**config.mk**
```make
export PLATFORM = sky130hd
export DESIGN_NAME = viterbi_hard_core
export DESIGN_NICKNAME = d
export VERILOG_FILES = /design/src/rtl/viterbi_hard_core.sv
export SDC_FILE = /design/constraint.sdc
export NUM_CORES = 1
export LEC_CHECK = 0
export CAP_MARGIN = 20
export CORE_UTILIZATION = 62
export DETAILED_ROUTE_END_ITERATION = 8
export GPL_ROUTABILITY_DRIVEN = 0
export HOLD_SLACK_MARGIN = 0.15
export PLACE_DENSITY = 0.88
export SYNTH_ARGS = -nofsm -noshare
export SYNTH_HDL_FRONTEND = slang
export SYNTH_SLANG_ARGS = --single-unit
```
**constraint.sdc**
```tcl
create_clock -name i_clk -period 5.24 [get_ports i_clk]
set_clock_uncertainty 0.1 [all_clocks]
set_input_delay 1.572 -clock i_clk [delete_from_list [all_inputs] [get_ports i_clk]]
set_output_delay 1.572 -clock i_clk [all_outputs]
set_load 0.03 [all_outputs]
```
**src/rtl/viterbi_hard_core.sv**
```systemverilog
// Hard-decision Viterbi decoder for the rate-1/2, K=3 (7,5) code.
// Decodes fixed 8-symbol frames into one byte plus the winning path metric.
module viterbi_hard_core #(
    parameter int unsigned NUM_SYM = 8,
    parameter int unsigned PM_W    = 5
) (
    input  logic               i_clk,
    input  logic               i_rst_n,
    input  logic               i_valid,
    input  logic [1:0]         i_sym,
    output logic               o_ready,
    output logic [NUM_SYM-1:0] o_data,
    output logic [PM_W-1:0]    o_metric,
    output logic               o_valid
);

    localparam int unsigned CntW = $clog2(NUM_SYM);
    localparam logic [CntW-1:0] LastSym = CntW'(NUM_SYM - 1);
    localparam logic [PM_W-1:0] PmHalf  = {1'b1, {(PM_W-1){1'b0}}};

    typedef enum logic [1:0] {StAcs, StSel, StTb, StOut} state_e;

    state_e state_q, state_d;

    logic [CntW-1:0]    sym_cnt_q;
    logic [PM_W-1:0]    pm_q [4];
    logic [3:0]         surv_q [NUM_SYM];
    logic [1:0]         tb_state_q;
    logic [CntW-1:0]    tb_cnt_q;
    logic [NUM_SYM-1:0] bits_q;
    logic [PM_W-1:0]    metric_stage_q;
    logic [NUM_SYM-1:0] data_q;
    logic [PM_W-1:0]    metric_q;

    logic [PM_W-1:0] acs_pm [4];
    logic [3:0]      acs_dec;
    logic [1:0]      min_idx;
    logic [PM_W-1:0] min_pm;

    function automatic logic [1:0] branch_metric(input logic u, input logic [1:0] p,
                                                 input logic [1:0] sym);
        logic [1:0] diff;
        diff = {u ^ p[1] ^ p[0], u ^ p[0]} ^ sym;
        return {diff[1] & diff[0], diff[1] ^ diff[0]};
    endfunction

    function automatic logic [PM_W-1:0] sat_add(input logic [PM_W-1:0] pm,
                                                input logic [1:0] bm);
        logic [PM_W:0] sum;
        sum = {1'b0, pm} + (PM_W+1)'(bm);
        return sum[PM_W] ? {PM_W{1'b1}} : sum[PM_W-1:0];
    endfunction

    // Next state ns is reached from {ns[0],0} or {ns[0],1} with input bit ns[1].
    for (genvar g = 0; g < 4; g++) begin : g_acs
        localparam logic [1:0] Ns = 2'(g);
        localparam logic [1:0] P0 = {Ns[0], 1'b0};
        localparam logic [1:0] P1 = {Ns[0], 1'b1};
        logic [PM_W-1:0] cand0, cand1;
        assign cand0 = sat_add(pm_q[P0], branch_metric(Ns[1], P0, i_sym));
        assign cand1 = sat_add(pm_q[P1], branch_metric(Ns[1], P1, i_sym));
        assign acs_dec[g] = cand1 < cand0;
        assign acs_pm[g]  = acs_dec[g] ? cand1 : cand0;
    end

    always_comb begin
        min_idx = 2'd0;
        min_pm  = pm_q[0];
        for (int i = 1; i < 4; i++) begin
            if (pm_q[i] < min_pm) begin
                min_pm  = pm_q[i];
                min_idx = 2'(i);
            end
        end
    end

    always_ff @(posedge i_clk or negedge i_rst_n) begin
        if (!i_rst_n) begin
            state_q <= StAcs;
        end else begin
            state_q <= state_d;
        end
    end

    always_comb begin
        state_d = state_q;
        unique case (state_q)
            StAcs: if (i_valid && sym_cnt_q == LastSym) state_d = StSel;
            StSel: state_d = StTb;
            StTb:  if (tb_cnt_q == '0) state_d = StOut;
            StOut: state_d = StAcs;
            default: state_d = StAcs;
        endcase
    end

    always_comb begin
        o_ready = (state_q == StAcs);
        o_valid = (state_q == StOut);
    end

    always_ff @(posedge i_clk or negedge i_rst_n) begin
        if (!i_rst_n) begin
            sym_cnt_q      <= '0;
            tb_state_q     <= '0;
            tb_cnt_q       <= '0;
            bits_q         <= '0;
            metric_stage_q <= '0;
            data_q         <= '0;
            metric_q       <= '0;
            for (int i = 0; i < 4; i++) pm_q[i] <= (i == 0) ? '0 : PmHalf;
            for (int k = 0; k < NUM_SYM; k++) surv_q[k] <= '0;
        end else begin
            unique case (state_q)
                StAcs: begin
                    if (i_valid) begin
                        for (int i = 0; i < 4; i++) pm_q[i] <= acs_pm[i];
                        surv_q[sym_cnt_q] <= acs_dec;
                        sym_cnt_q         <= sym_cnt_q + 1'b1;
                    end
                end
                StSel: begin
                    tb_state_q     <= min_idx;
                    tb_cnt_q       <= LastSym;
                    metric_stage_q <= min_pm;
                end
                StTb: begin
                    bits_q[tb_cnt_q] <= tb_state_q[1];
                    tb_state_q       <= {tb_state_q[0], surv_q[tb_cnt_q][tb_state_q]};
                    tb_cnt_q         <= tb_cnt_q - 1'b1;
                    // Last step: publish so outputs are fresh during the pulse cycle.
                    if (tb_cnt_q == '0) begin
                        data_q   <= {bits_q[NUM_SYM-1:1], tb_state_q[1]};
                        metric_q <= metric_stage_q;
                    end
                end
                StOut: begin
                    sym_cnt_q <= '0;
                    for (int i = 0; i < 4; i++) pm_q[i] <= (i == 0) ? '0 : PmHalf;
                end
                default: ;
            endcase
        end
    end

    assign o_data   = data_q;
    assign o_metric = metric_q;

endmodule

```
==> results.cfg <==
[outcome]
status = finished, final reports clean

[die]
coreArea_sq_um = 9200
initial_utilization = 0.638
io_pins = 20
die_y_um = 99.3
row_count = 35
dieWidth_um = 99.3
die-area_sq_um = 9850

[yosys]
async_reset_ff_frac = 1.00
synth_seq_area_share = 0.372
synth_area_sq_um = 5860
synth_xor_area_frac = 0.0164
synth-main-ff-cell = dfrtp_1
yosys.area_share.adder = 0.138
synth_edf_count = 0
synthSimpleGateAreaFrac = 0.141
yosysTopAreaCell = dfrtp_1
synth_top_family_by_area = compound AO/OA/AOI/OAI gates
synth_mux_area_frac = 0.136
yosysUniqueCellTypes = 54
synth-seq-cells = 87
synth.area.top_cells = dfrtp_1 (36%), ha_1 (11%), mux2_2 (8.8%)
synth.net_count = 644
postSynthCellCount = 579
synth_top_area_frac = 0.358
avgSynthCellArea_sq_um = 10.1
yosysWarnings = 0
synth_compound_area_frac = 0.155

[sta]
fin_tns_setup_ns = 0
max_clock_freq_mhz = 201
maxSlewHeadroom = 0.425
fin_crit_ns = 4.98
drv_slew = 0
hold_violations = 0
setup_viol = 0
setup_ws_ns = 0.262
tightest_slew_ns = 0.859
post-route-period-util = 0.950
rsz0062_at_grt = false

[placement]
dpl.cell_count = 693
hpwl_um = 9620
dpl_cell_area_sq_um = 6150
numPortBuffers = 19
pre_cts_ws_ns = -0.0935

[critical_path]
crit_path_max_fanout = 10
crit_required_ns = 5.39
max_stage_delay_ns = 0.51
critPathCaptureType = flop
crit_slowest_cell = clkdlybuf4s50_1
r2r_end = metric_stage_q[3]$_DFFE_PN0N_
r2r_setup_slack_ns = 0.35
worst_setup_path_start_kind = input port
path_buf_inv = 4
rr_worst_depth = 18
setup.worst_path.start = i_sym[1]
crit_type = in -> reg
path_cells = clkdlybuf4s50_1, inv_1, ha_1, inv_1, ha_1, inv_1, fa_1, or3_1, nand3_1, ha_1, o211a_1, a221oi_4, nor2_1, a221o_1
crit_family = adder cells
cp.arrival_ns = 5.13
r2r_start = pm_q[17]$_DFFE_PN0P_

[cts]
cts_setup_buffers = 0
cts_sinks = 87
cts.clk_slew.worst_paths_ns = 0.09
h-tree-depth = 3
postCtsResizedCells = 0
ctsHoldBuffers = 0
tritoncts = done
cts_buffer_depth = 2
clockRootBuffer = clkbuf_8
clock_latency_ns = 0.37
cts_made_buffers = 9

[global_routing]
antenna_found_initial = 0
grt_pass1_wl_um = 22000
overflow = 0
grt_pass1_vias = 4544
grt_util_all_layers = 0.284
grt_max_degree = 88

[routing]
wl_um = 13300
route.detailed.drc = 0
wl_per_cell_um = 18.7
drt-initial-drc-count = 374
ant_nets = 0
drt_pass1_iterations = 5
vias = 4598
vias_per_cell = 6.48

[cells_and_area]
layout-drive-gt1-share = 0.159
final_cell_mix = dfrtp_1 (84), nand2_1 (60), ha_1 (52), mux2_2 (46), inv_1 (37)
area_delta_synth_final_pct = 8.81
design_area_sq_um = 6380
fin_cells = 710
nets = 659
layout_commonest_cell = dfrtp_1
fin_util = 0.694
n_antenna_cell = 0
nFillCells = 609

[hold_path]
worstHoldStart = o_metric[1]$_DFFE_PN0P_
hold-path-endpoint = o_metric[1]$_DFFE_PN0P_
holdPathStages = 2
hp-class = reg -> reg

[power_and_ir_drop]
power.density_nw_per_um2 = 671
vdd_drop_max_v = 0.000353
p_leak_nw = 2.97
p_comb_frac = 0.602
p_int_mw = 2.26
seq_power_share = 0.283
switching_share = 0.473
power.share.clock = 0.115
p_switching_mw = 2.03

[run]
drv_cap = 0
-- cell type report --
class / count / area [sq um] / area share
multi-input combinational: 431 / 3440 / 0.539
sequential: 87 / 2180 / 0.342
timing repair buffer: 28 / 275 / 0.0431
inverter: 37 / 139 / 0.0218
tap: 111 / 139 / 0.0218
clock buffer: 10 / 128 / 0.0200
clock inverter: 6 / 77.6 / 0.0122
-- state kept, by name, indices dropped and copies added, names as in the netlist --
name / flops
o_metric: 5
tb_state_q: 2
surv_q: 32
tb_cnt_q: 3
pm_q: 20
state_q: 2
sym_cnt_q: 3
metric_stage_q: 5
o_data: 8
bits_q: 7
-- cell usage after synthesis (2+ instances only) --
| cell type | count |
|---|---|
| a22o_1 | 2 |
| or3_1 | 10 |
| o21ai_0 | 35 |
| fa_1 | 8 |
| mux4_2 | 8 |
| dfstp_2 | 3 |
| nand3_1 | 27 |
| ha_1 | 52 |
| o21a_1 | 9 |
| xor2_1 | 4 |
| a221oi_4 | 4 |
| or4_1 | 3 |
| nor2_1 | 31 |
| xnor2_1 | 7 |
| inv_1 | 37 |
| nor2b_1 | 4 |
| buf_2 | 7 |
| o31a_1 | 5 |
| nand4_1 | 10 |
| a31oi_1 | 9 |
| dfrtp_1 | 84 |
| a21oi_1 | 15 |
| and2_1 | 4 |
| o221ai_1 | 5 |
| mux2_2 | 46 |
| o211a_1 | 4 |
| nand2b_1 | 10 |
| clkbuf_1 | 16 |
| o2111ai_1 | 4 |
| and3_1 | 2 |
| a221o_1 | 4 |
| a21o_1 | 10 |
| nand2_1 | 60 |
| mux2i_1 | 10 |
| o21ai_2 | 2 |
| nor3_1 | 10 |
-- tightest hold or removal path: stages (launching register included) --
cell     delay, ns
dfrtp_1       0.35
nand2_1       0.04
o21ai_0       0.06
-- cells by family after synthesis --
group | after synthesis
AND/OR/NAND/NOR | 175
adder cells (fa/ha/maj) | 60
multiplexers | 64
AO/OA/AOI/OAI | 121
buffers and inverters | 61
XOR/XNOR | 11
flip-flops | 87
-- power by group through the flow --
stage                     Sequential (mW)  Combinational (mW)  Clock, mW
after global routing                 1.25                2.84      0.517
after floorplan                      1.09                1.97          0
final                                1.21                2.58      0.491
after CTS                            1.20                2.54      0.494
after detailed placement             1.21                2.50          0
after global placement               1.19                2.36          0
-- per-layer routing --
layer | share of wire | global-route usage | vias to the layer above
met2 | 0.49 | 0.471 | 203
li1 | - | - | 2128
met4 | 0.030 | 0.139 | 0
met5 | 0 | 0 | -
met1 | 0.42 | 0.363 | 2230
met3 | 0.067 | 0.0492 | 37
-- per-stage QoR --
stage / power, mW / hold WS, ns
after floorplan: 3.07 / 0.345
after global placement: 3.55 / 0.356
after detailed placement: 3.71 / 0.370
after CTS: 4.24 / 0.390
after global routing: 4.60 / 0.407
final: 4.28 / 0.385
-- worst max path at each step --
stage                                     to  slack (ns)  depth (start not counted)
2_1_floorplan           pm_q[13]$_DFFE_PN0P_        0.80                         14
3_3_place_gp             pm_q[0]$_DFFE_PN0P_        0.11                         14
3_5_place_dp             pm_q[0]$_DFFE_PN0P_       -0.09                         14
4_1_cts                  pm_q[0]$_DFFE_PN0P_        0.31                         14
5_1_grt        metric_stage_q[1]$_DFFE_PN0N_        0.08                         18
6_report                 pm_q[0]$_DFFE_PN0P_        0.26                         14
No activity file was read; power rests on OpenSTA's default activity.
